$ cat src/rtl/exception_pkg.sv
// Shared definitions for the exception sequencer and the datapath muxes it steers.
package exception_pkg;

  typedef enum logic [1:0] {
    EXC_IDLE      = 2'd0,
    EXC_FETCH_VEC = 2'd1,
    EXC_LOAD_PC   = 2'd2,
    EXC_DONE      = 2'd3
  } exc_state_t;

  localparam logic [1:0] CAUSE_NONE    = 2'd0;
  localparam logic [1:0] CAUSE_ILLEGAL = 2'd1;
  localparam logic [1:0] CAUSE_OVF     = 2'd2;

  // Word addresses the datapath selects on src_exc=1/2.
  localparam logic [31:0] VEC_ADDR_ILLEGAL = 32'hFF;
  localparam logic [31:0] VEC_ADDR_OVF     = 32'hFE;

endpackage

$ cat src/rtl/exception_sequencer.sv
// Multicycle exception controller: saves EPC, fetches the handler vector word,
// loads it into the PC and restarts the control unit.
module exception_sequencer
  import exception_pkg::*;
#(
  parameter int MEM_LAT = 1,
  parameter int PC_W    = 64,
  parameter int VEC_W   = 8
) (
  input  logic            clk,
  input  logic            Reset,
  input  logic            exc_en,
  input  logic            ovf_evt,
  input  logic            illegal_evt,
  input  logic [PC_W-1:0] pc_in,
  input  logic [31:0]     imem_dout,
  output logic [1:0]      src_exc,
  output logic            uc_hold,
  output logic            pc_load,
  output logic [PC_W-1:0] pc_next,
  output logic            uc_restart,
  output logic [PC_W-1:0] epc,
  output logic [1:0]      cause,
  output logic            exc_lost,
  output logic [15:0]     exc_count
);

  localparam logic [1:0] IDLE      = 2'(EXC_IDLE);
  localparam logic [1:0] FETCH_VEC = 2'(EXC_FETCH_VEC);
  localparam logic [1:0] LOAD_PC   = 2'(EXC_LOAD_PC);
  localparam logic [1:0] DONE      = 2'(EXC_DONE);

  localparam logic [2:0] CNT_INIT = 3'(MEM_LAT - 1);

  logic [1:0] state;
  logic [2:0] waitCnt;
  logic       evtTaken;
  logic       unusedImemBits;

  assign evtTaken       = exc_en & (ovf_evt | illegal_evt);
  assign unusedImemBits = ^imem_dout[31:VEC_W];

  // NOTE: all state is updated with non-blocking assignments so every register
  // samples pre-edge values; the async reset clears even a sequence in flight.
  always_ff @(posedge clk or negedge Reset) begin
    if (!Reset) begin
      state     <= IDLE;
      pc_next   <= '0;
      epc       <= '0;
      cause     <= CAUSE_NONE;
      exc_lost  <= 1'b0;
      exc_count <= 16'd0;
    end else begin
      if (evtTaken && state != IDLE) exc_lost <= 1'b1;
      case (state)
        IDLE: begin
          if (evtTaken) begin
            epc       <= pc_in - PC_W'(4);
            cause     <= illegal_evt ? CAUSE_ILLEGAL : CAUSE_OVF;
            exc_count <= exc_count + 16'd1;
            state     <= FETCH_VEC;
          end
        end
        FETCH_VEC: begin
          if (waitCnt == 3'd0) begin
            pc_next <= PC_W'(imem_dout[VEC_W-1:0]);
            state   <= LOAD_PC;
          end
        end
        LOAD_PC: state <= DONE;
        default: state <= IDLE;
      endcase
    end
  end

  // Counts down the instruction-memory latency while the vector address is held.
  always_ff @(posedge clk or negedge Reset) begin
    if (!Reset) begin
      waitCnt <= 3'd0;
    end else if (state == IDLE && evtTaken) begin
      waitCnt <= CNT_INIT;
    end else if (state == FETCH_VEC && waitCnt != 3'd0) begin
      waitCnt <= waitCnt - 3'd1;
    end
  end

  assign src_exc    = (state == FETCH_VEC || state == LOAD_PC) ? cause : CAUSE_NONE;
  assign uc_hold    = (state != IDLE);
  assign pc_load    = (state == LOAD_PC);
  assign uc_restart = (state == DONE);

endmodule

$ cat config.mk
export PLATFORM = sky130hd
export DESIGN_NAME = exception_sequencer
export DESIGN_NICKNAME = d
export VERILOG_FILES = /design/src/rtl/exception_pkg.sv /design/src/rtl/exception_sequencer.sv
export SDC_FILE = /design/constraint.sdc
export NUM_CORES = 1
export LEC_CHECK = 0
export ABC_AREA = 1
export BUFFER_PORTS_ARGS = -buffer_cell sky130_fd_sc_hd__clkbuf_2
export CORE_UTILIZATION = 50
export DETAILED_ROUTE_END_ITERATION = 12
export PLACE_DENSITY = 0.85
export SYNTH_ARGS = -nofsm -noshare
export SYNTH_HDL_FRONTEND = slang
export SYNTH_SLANG_ARGS = --single-unit
$ cat constraint.sdc
create_clock -name clk -period 4.25 [get_ports clk]
set_input_delay 0.425 -clock clk [delete_from_list [all_inputs] [get_ports clk]]
set_output_delay 0.425 -clock clk [all_outputs]
set_load 0.01 [all_outputs]
Word level (Yosys, flattened, before mapping)
Index checks and enable logic that the tools add are counted.

Bits in registers: 96. Logic and storage cells: 36.

Add/sub/neg operators: 3. Eq/ne operators: 5. Mux-type cells: 7. Bitwise operators: 2. Reduce and logical (&&, ||, !) cells: 12.

Operators with widths (count): 64-bit by 3-bit subtractor with 64-bit output (second input constant) (1); 16-bit by 1-bit adder with 16-bit output (second input constant) (1); 2-bit 2-to-1 mux (4); 3-bit 2-to-1 mux (2); 2-bit one-hot mux with 3 select lines (1); 2-bit AND reduction (3); 2-bit == test (second input constant) (2); 2-bit != test (second input constant) (2); 2-bit nonzero test (2); 1-bit logical AND (3); 3-bit logical NOT (1); 3-bit nonzero test (1); 3-bit by 1-bit subtractor with 3-bit output (second input constant) (1); 2-bit by 1-bit == test with 1-bit output (second input constant) (1); 2-bit logical NOT (1); 1-bit AND (1); 1-bit logical OR (1); 1-bit OR (1).

Depth between registers and ports, before layout
Gate-level depths: netlist of the first run.

Depth after elaboration: 4. Gate-level depth with buffers: 11. Gate-level depth less buffers: 11.

Least setup slack after synthesis of the first run
No wires, ideal clock.

Path type: flip-flop to flip-flop. From: register state[0]. To: register exc_count[11]. Setup time: 117 ps. Data arrival time: 1488 ps. Required time: 4133 ps. Slack: 2645 ps. Cell stages (with the launch flop): 12. Clock period less this slack: 1605 ps. Path through: dfrtp_1 inv_1 ha_1 inv_1 nor2_4 nand2_1 nor2_2 nand2_1 nor2_2 nand2_1 nand2_1 nand2_1.

Word-level cells in the longest chain between the ends: 2.

Ends and longest elaborated chain: start, declared (RTL line exception_sequencer.sv:35) `logic [1:0] state;`; start signal, assigned (RTL line exception_sequencer.sv:47) `state <= IDLE;`; start signal, assigned (RTL line exception_sequencer.sv:61) `state <= FETCH_VEC;`; start signal, assigned (RTL line exception_sequencer.sv:67) `state <= LOAD_PC;`; 2-bit logical NOT (RTL line exception_sequencer.sv:55) `case (state)`; 2-bit AND reduction (no line); end signal, assigned (RTL line exception_sequencer.sv:60) `exc_count <= exc_count + 16'd1;`; end, declared (RTL line exception_sequencer.sv:25) `output logic [15:0] exc_count`.

No other way between the ends. A chain may end at the register's enable or synchronous reset.

Worst setup path after layout of the first run
From: register state[1]. To: register exc_count[11].

Same word-level chain as after synthesis.

==> summary.txt, run 1 <==
Logic synthesis
  • Post-synthesis simple-gate area fraction: 38.2%
  • Register area share after synthesis: 38.0%
  • Register bit count reported by yosys: 96
  • Library cells used by synthesis: 32
  • Syn avg cell area: 7.02 um^2
  • Ys Warns: 0
  • Adder-cell area share of the yosys netlist: 1.58%
  • Main combinational cell family by area after synthesis: simple AND/OR/NAND/NOR gates
  • Syn Std Cell Area: 6320 um^2
  • Mux contribution to synthesized area: 1.43%
  • Synth Instances: 900
  • Synth Area in Compound Gates: 3.25%
  • Post-Synth XOR/XNOR Area: 5.68%

CTS
  • Post-CTS Hold Buffers: 0
  • Postcts setup bufs: 0
  • CTS tree: done
  • Clock buffer count from CTS: 9
  • Clk sinks: 96
  • Clk pin slew, worst setup/hold paths: 0.07 ns
  • Post-cts resize count: 0
  • Root buf cell: clkbuf_16
  • Number of H-tree levels: 3
  • Clk buf depth: 2
  • Clk Latency, worst-skew pair: 0.36 ns

Pwr
  • Overall power: 3.88 mW
  • Max VDD drop: 0.000238 V
  • Pwr Density: 520 nW/um^2
  • Pleak: 3.94 nW

Finish
  • Layout overhead on the synthesized area: 18.1%
  • Layout cell share with drive strength beyond 1: 22.0%
  • Most common cell after layout, fill and taps aside: nand2_1
  • Diodes inserted: 0
  • Most frequent cells in the layout: nand2_1 (324), clkbuf_2 (171), nor2_1 (142)
  • Final nets: 1179

Drt
  • Initial DRT Pass Iterations: 7
  • DR vias/cell: 4.83
  • DRT Wirelength: 17600 um
  • DR WL/cell: 14.1 um
  • DRC: 0
  • Via count: 6006
  • Starting DRT DRC Count: 281
  • Antenna viol nets, final: 0

STA
  • Hold WS: 0.147 ns
  • RSZ-0062 raised after global routing: false
  • Final setup fails: 0
  • Rel. slew slack: 42.6%
  • Fin Clk Skew: 0.0100 ns
  • Final Hold Fails: 0
  • Final Critical Period: 2.47 ns
  • Fin crit share: 58.2%
  • Setup TNS: 0 ns
  • Max-slew violation count: 0
  • Worst-Margin Slew: 0.859 ns
  • Fmax: 0.404 GHz

Worst setup path
  • Max incr delay on CP: 0.52 ns
  • R2R Setup Slk: 1.78 ns
  • Setup crit start kind: register
  • CP max stage cell: buf_4
  • Crit end category: register
  • Required @ worst endpoint: 4.50 ns
  • Critical path buffers and inverters: 3
  • Critical Path AT: 2.72 ns
  • Crit Path Category: register to register
  • Delay-heaviest family, CP: simple AND/OR/NAND/NOR gates
  • Max FO, Critical Path: 58
  • Crit path cell chain: inv_1 -> ha_1 -> inv_1 -> nor2_4 -> buf_4 -> nand2_1 -> nor2_2 -> nand2_1 -> nor2_2 -> nand2_1 -> nand2_1 -> nand2_1
  • Most used cell, CP: nand2_1

Global routing
  • First-pass GRT wire length: 28500 um
  • Initial antenna violation count: 0
  • Grt total ovfl: 0
  • Number of global-route vias before repair: 5822
  • GR Util All Layers: 28.4%
  • Pin count of the biggest net entering global routing: 66

Worst hold path
  • Worst hold-check path type: primary input to async pin

Run
  • Max cap viols: 0

Run status
  • Status: completed

Die
  • Row count: 40
  • Initial core utilization: 52.0%
  • DIE AREA: 13100 um^2
  • Die W: 114 um
  • I/O pin cnt: 253
  • Core Region: 12200 um^2
  • Die height: 114 um

Placement
  • # port buffers: 172
  • Dpl hpwl: 14100 um
  • Gp weighted congestion: 0.943
-- final timing paths --
path,start,endpoint,cells after the start
setup / recovery,state[1],exc_count[11],12
hold / removal,Reset,pc_next[4],1
setup reg to reg,state[1],exc_count[11],12
hold reg to reg,epc[0],epc[0],2
max in group asynchronous,Reset,epc[42],2
min in group clk,pc_in[0],epc[0],3
-- state kept, by name, summed over array words and instances (netlist names) --
register   flops
exc_lost       1
waitCnt        3
state          2
pc_next        8
exc_count     16
cause          2
epc           64
-- routing by layer --
layer  wire length (um)  global-route usage (%)  up-vias
met2               8410                    48.4      198
met4                443                    11.8        0
li1                   -                       -     3005
met1               7670                    35.3     2771
met3               1040                    5.24       32
met5                  0                       0        -
-- power by group --
part,switching [mW],internal (mW)
registers,0.236,1.30
logic,0.856,0.583
clock network,0.368,0.536
total,1.46,2.42
-- cell families (layout without fill, tap and decap cells) --
logic type,Yosys count,after routing
xor gates and xnor gates,41,41
buffers and inverters,139,259
AOI/OAI and AO/OA,36,36
other,1,56
DFF,96,96
and+or+nand+nor,571,571
adders and majority gates,8,8
muxes,8,8
-- cell type report --
cell class,instances,area [um^2]
Fill cell,1176,4700
Sequential cell,96,2400
Tap cell,168,210
Multi-Input combinational cell,720,3380
Inverter,68,255
Clock buffer,11,243
Clock inverter,5,85.1
Timing Repair Buffer,175,886
-- synthesized netlist by cell type --
| library cell | count | area, um^2 |
|---|---|---|
| nand2_4 | 1 | 11.3 |
| and2_1 | 2 | 12.5 |
| xor2_1 | 28 | 245 |
| a31oi_1 | 1 | 6.26 |
| o21bai_1 | 4 | 30.0 |
| nand4_1 | 3 | 18.8 |
| a2bb2oi_1 | 3 | 26.3 |
| ha_1 | 8 | 100 |
| conb_1 | 1 | 3.75 |
| nand2_1 | 324 | 1220 |
| nor2_8 | 2 | 40.0 |
| nor2_1 | 142 | 533 |
| buf_4 | 56 | 420 |
| nand2_2 | 10 | 62.6 |
| dfrtp_1 | 96 | 2400 |
| nor3_1 | 4 | 20.0 |
| nand3b_1 | 4 | 30.0 |
| mux2_2 | 8 | 90.1 |
| nor2_2 | 14 | 87.6 |
| o21ai_1 | 4 | 20.0 |
| inv_1 | 67 | 251 |
| xnor2_1 | 13 | 114 |
| a21oi_1 | 2 | 10.0 |
| buf_2 | 9 | 45.0 |
| inv_2 | 1 | 3.75 |
| o21a_1 | 1 | 7.51 |
| buf_1 | 1 | 3.75 |
| o21ai_0 | 21 | 105 |
| clkbuf_1 | 5 | 18.8 |
| nor2_4 | 9 | 101 |
| or2_2 | 1 | 6.26 |
| nand3_1 | 55 | 275 |
-- per-stage QoR --
step / cells / setup WS, ns / instance area, um^2 / util (%)
floorplan: 955 / 2.64 / 6530 / -
global placement: 1227 / 1.94 / 7130 / 58.7
detailed placement: 1227 / 1.79 / 7130 / 58.7
CTS: 1243 / 1.80 / 7460 / 61.3
global route: 1243 / 1.54 / 7460 / 61.3
finish: 1243 / 1.78 / 7460 / 61.3
(Power assumes the default switching activity.)
==> run 2, diff against run 1 <==
clock period = 2.43 ns   (was 4.25 ns; I/O delays follow)
==> run 2 against run 1 <==
Against the previous run:
- non-clock buffer count up 5
- fmax grew 41%
- global-route usage down 1.0 points
- worst setup slack got worse by 1.1 ns
- first-iteration DRC count grew 14%
- flip-flop and latch count did not move
- critical path type unchanged
- largest cell class unchanged
- highest routed layer unchanged
==> summary.txt, run 2 (synthesized netlist as in run 1, its figures left out) <==
CTS
  • Clock buffer count from CTS: 9
  • Post-CTS Hold Buffers: 1
  • Root buf cell: clkbuf_16
  • Post-cts resize count: 0
  • Clk sinks: 96
  • Postcts setup bufs: 0
  • CTS tree: done
  • Clk buf depth: 2
  • Clk Latency, worst-skew pair: 0.34 ns
  • Number of H-tree levels: 3
  • Clk pin slew, worst setup/hold paths: 0.07 ns

Die
  • I/O pin cnt: 253
  • Die height: 114 um
  • Initial core utilization: 52.0%
  • Core Region: 12200 um^2
  • Die W: 114 um
  • DIE AREA: 13100 um^2
  • Row count: 40

Global routing
  • Initial antenna violation count: 0
  • Grt total ovfl: 0
  • Pin count of the biggest net entering global routing: 52
  • Number of global-route vias before repair: 5727
  • First-pass GRT wire length: 27800 um
  • GR Util All Layers: 27.3%

STA
  • Setup TNS: 0 ns
  • Final Hold Fails: 0
  • Fin Clk Skew: 0.00956 ns
  • Fmax: 0.572 GHz
  • Max-slew violation count: 0
  • RSZ-0062 raised after global routing: false
  • Fin crit share: 71.9%
  • Final setup fails: 0
  • Final Critical Period: 1.75 ns
  • Final setup margin: 0.682 ns

Drt
  • DRC: 0
  • DR vias/cell: 4.78
  • Initial DRT Pass Iterations: 5
  • Starting DRT DRC Count: 319
  • Via count: 5961
  • Antenna viol nets, final: 0
  • DR WL/cell: 13.8 um
  • DRT Wirelength: 17200 um

Finish
  • Largest regs: epc: 64 flops, exc_count: 16 flops, pc_next: 8 flops
  • Diodes inserted: 0
  • Layout cell share with drive strength beyond 1: 22.1%
  • Most frequent cells in the layout: nand2_1 (324), clkbuf_2 (171), nor2_1 (142)
  • Most common cell after layout, fill and taps aside: nand2_1
  • Layout overhead on the synthesized area: 18.6%
  • Register with the highest flop count: epc
  • Number of flip-flops in the largest register: 64
  • Final nets: 1184

Worst setup path
  • Critical Path AT: 2.02 ns
  • Max FO, Critical Path: 25
  • Setup crit start kind: register
  • Required @ worst endpoint: 2.71 ns
  • Crit path capture: waitCnt[1]
  • R2R Setup Slk: 0.68 ns
  • Crit end category: register
  • Worst setup path startpoint: state[1]
  • Worst reg2reg path endpoint: waitCnt[1]
  • Worst R2R Start: state[1]
  • Worst reg2reg path depth: 8
  • Crit Path Category: register to register

Placement
  • Dpl hpwl: 14200 um
  • Gp weighted congestion: 0.983
  • # port buffers: 172
  • Post-place setup slack: 0.672 ns

Pwr
  • Pleak: 3.96 nW
  • Max VDD drop: 0.000428 V
  • Pwr Density: 889 nW/um^2

Run
  • Max cap viols: 0

Worst hold path
  • Worst hold-check path type: primary input to register

Run status
  • Status: completed
==> run 2: cell count changes in the layout (fill, tap and decap cells not counted), sizes merged <==
| cell | before | now |
|---|---|---|
| buf | 4 | 8 |
| bufinv | 2 | 1 |
| clkinv | 0 | 1 |
| dlygate4sd3 | 0 | 1 |
==> run 2: power breakdown <==
part	total [mW]	internal (mW)	switching (mW)
sequential	2.67	2.27	0.396
clock	1.43	0.808	0.623
combinational	2.57	1.05	1.52
total	6.67	4.13	2.54
==> run 2: through the flow <==
step / cell area [um^2] / cells / hold WS [ns] / utilization [%] / power (mW)
detailed placement: 7190 / 1231 / 0.242 / 59.1 / 5.27
global placement: 7190 / 1231 / 0.246 / 59.1 / 5.17
floorplan: 6530 / 955 / -0.0526 / - / 4.20
global route: 7490 / 1248 / 0.130 / 61.6 / 7.16
CTS: 7490 / 1248 / 0.0964 / 61.6 / 6.73
finish: 7490 / 1248 / 0.105 / 61.6 / 6.67
==> run 2: critical path, stage by stage, from the launching register on <==
cell	delay, ns
dfrtp_1	0.38
inv_1	0.09
ha_1	0.22
inv_1	0.12
nor2_4	0.07
inv_2	0.25
buf_4	0.33
o21ai_0	0.15
inv_1	0.08
==> run 2: worst min path at each step <==
| stage | start | endpoint | slack, ns | cells past startpoint |
|---|---|---|---|---|
| after floorplan | Reset | cause[0] | -0.05 | 0 |
| after global placement | Reset | pc_next[5] | 0.25 | 1 |
| after detailed placement | Reset | pc_next[4] | 0.24 | 1 |
| after CTS | pc_in[0] | epc[0] | 0.1 | 3 |
| after global routing | pc_in[2] | epc[2] | 0.13 | 2 |
| final | pc_in[0] | epc[0] | 0.10 | 3 |
==> run 2: cell type report <==
type | count | area, um^2
Fill cell | 1145 | 4670
Multi-Input combinational cell | 720 | 3380
Sequential cell | 96 | 2400
Timing Repair Buffer | 180 | 951
Inverter | 68 | 255
Clock buffer | 11 | 233
Tap cell | 168 | 210
Clock inverter | 5 | 63.8
==> run 2: per-layer routing <==
| metal | vias to the layer above | share of wire, % | global-route usage [%] |
|---|---|---|---|
| li1 | 3016 | - | - |
| met1 | 2732 | 44 | 34.7 |
| met2 | 193 | 49 | 47.6 |
| met3 | 20 | 6.0 | 5.56 |
| met4 | 0 | 1.5 | 6.67 |
| met5 | - | 0 | 0 |
==> run 3, diff against run 2 <==
CORE_UTILIZATION = 45   (was 50)
PLACE_DENSITY = 0.81   (was 0.85)
clock period = 1.5 ns   (was 2.43 ns; I/O delays follow)
==> run 3 against run 2 <==
Against the previous run:
- the flow now finishes with violations (setup timing)
- routed wire length is 15% higher
- clock skew fell by 0.0047 ns
- combinational power up 100%
- critical endpoint is now cause[0]
- largest cell class unchanged
- worst setup slack lost 0.78 ns
==> summary.txt, run 3 (synthesized netlist as in run 1, its figures left out) <==
Worst setup path
  • Max FO, Critical Path: 11
  • Max incr delay on CP: 0.40 ns
  • Crit end category: register
  • Crit Path Category: register to register
  • Critical path buffers and inverters: 4
  • Setup crit start kind: register
  • Required @ worst endpoint: 1.74 ns
  • CP max stage cell: dfrtp_1
  • Critical Path AT: 1.84 ns
  • Crit path cell chain: inv_2 -> ha_4 -> inv_4 -> nor2_4 -> buf_4 -> inv_6 -> or2_2 -> o21a_1
  • Delay-heaviest family, CP: simple AND/OR/NAND/NOR gates

Die
  • Die W: 120 um
  • Die height: 120 um
  • Core Region: 13500 um^2
  • I/O pin cnt: 253
  • Initial core utilization: 47.0%
  • Row count: 42
  • DIE AREA: 14500 um^2

STA
  • RSZ-0062 raised after global routing: true
  • Final setup fails: 43
  • Fmax: 0.627 GHz
  • Fin Clk Skew: 0.00489 ns
  • Final setup margin: -0.0947 ns
  • Final Critical Period: 1.59 ns
  • Setup TNS: -0.941 ns
  • Fin crit share: 106%
  • Final Hold Fails: 0
  • Max-slew violation count: 0
  • Hold WS: 0.00287 ns

Finish
  • Number of flip-flops in the largest register: 64
  • Finished Cell Area: 8230 um^2
  • Register with the highest flop count: epc
  • Layout cell share with drive strength beyond 1: 27.4%
  • Final nets: 1239
  • Largest regs: epc: 64 flops, exc_count: 16 flops, pc_next: 8 flops
  • Most frequent cells in the layout: nand2_1 (320), clkbuf_2 (171), nor2_1 (140)
  • Layout overhead on the synthesized area: 30.2%
  • Final Core Density: 61.2%
  • Diodes inserted: 0
  • Most common cell after layout, fill and taps aside: nand2_1

Drt
  • Antenna viol nets, final: 0
  • DR WL/cell: 15.1 um
  • Initial DRT Pass Iterations: 7
  • Starting DRT DRC Count: 418
  • DRC: 0
  • DRT Wirelength: 19800 um
  • Via count: 6305
  • DR vias/cell: 4.81

Global routing
  • GR Util All Layers: 25.4%
  • Number of global-route vias before repair: 5813
  • Initial antenna violation count: 0
  • Pin count of the biggest net entering global routing: 39
  • Grt total ovfl: 0
  • First-pass GRT wire length: 28500 um

Run status
  • Status: finished with violations
  • Failing checks: setup timing

CTS
  • Clock buffer count from CTS: 9
  • CTS tree: done
  • Clk pin slew, worst setup/hold paths: 0.07 ns
  • Number of H-tree levels: 3
  • Clk buf depth: 2
  • Clk sinks: 96
  • Root buf cell: clkbuf_16
  • Clk Latency, worst-skew pair: 0.35 ns

Placement
  • Dpl hpwl: 14500 um
  • Gp weighted congestion: 1.02
  • # port buffers: 172
  • Post-place setup slack: -0.0499 ns
  • Placement Cell Area: 7510 um^2

Pwr
  • Max VDD drop: 0.000688 V
  • Pleak: 4.32 nW
  • Pwr Density: 1460 nW/um^2

Run
  • Max cap viols: 0

Worst hold path
  • Worst hold-check path type: primary input to register
-- run 3: final timing paths --
| path | from | to | slack [ns] | cells after the start |
|---|---|---|---|---|
| worst max-delay path | state[0] | cause[0] | -0.09 | 8 |
| worst min-delay path | pc_in[2] | epc[2] | 0.003 | 2 |
| worst max register to register | state[0] | cause[0] | -0.09 | 8 |
| worst min register to register | epc[1] | epc[1] | 0.48 | 2 |
| max in group asynchronous | Reset | state[1] | 0.68 | 3 |
| min in group asynchronous | Reset | exc_count[12] | 0.29 | 2 |
-- run 3: timing repair --
item / CTS / global route
pin swaps: 2 / 9
setup endpoints to repair: 18 / 82
buffers inserted: 1 / 8
gates resized for setup: 6 / 34
hold buffers: 3 / 0
gates cloned: 1 / 8
endpoints found under the hold margin: 31 / 0
-- run 3: cell type report --
type / count / area, um^2
repair buffers: 235 / 1540
inverters: 68 / 263
flip-flops and latches: 96 / 2400
clock buffers: 12 / 267
fillers: 1242 / 5230
well taps: 176 / 220
clock inverters: 4 / 51.3
multi-input cells: 720 / 3480
-- run 3: where the power goes --
part | leakage [nW] | total [mW] | switching (mW) | internal [mW]
Sequential | 1.20 | 4.33 | 0.654 | 3.68
Clock | 0.155 | 2.46 | 1.03 | 1.43
Combinational | 2.97 | 5.20 | 2.88 | 2.32
Total | 4.32 | 12.0 | 4.56 | 7.43
-- run 3: metrics by stage --
stage | power [mW] | std cells
after floorplan | 6.86 | 955
after global placement | 8.63 | 1275
after detailed placement | 8.81 | 1275
after CTS | 11.4 | 1296
after global routing | 12.7 | 1311
final | 12.0 | 1311
-- run 3: per-layer routing --
metal | track usage, % | vias to the layer above | routed length (um)
li1 | - | 3118 | -
met1 | 33.1 | 2912 | 8360
met2 | 43.6 | 250 | 9570
met3 | 3.96 | 25 | 1410
met4 | 7.33 | 0 | 420
met5 | 0 | - | 0
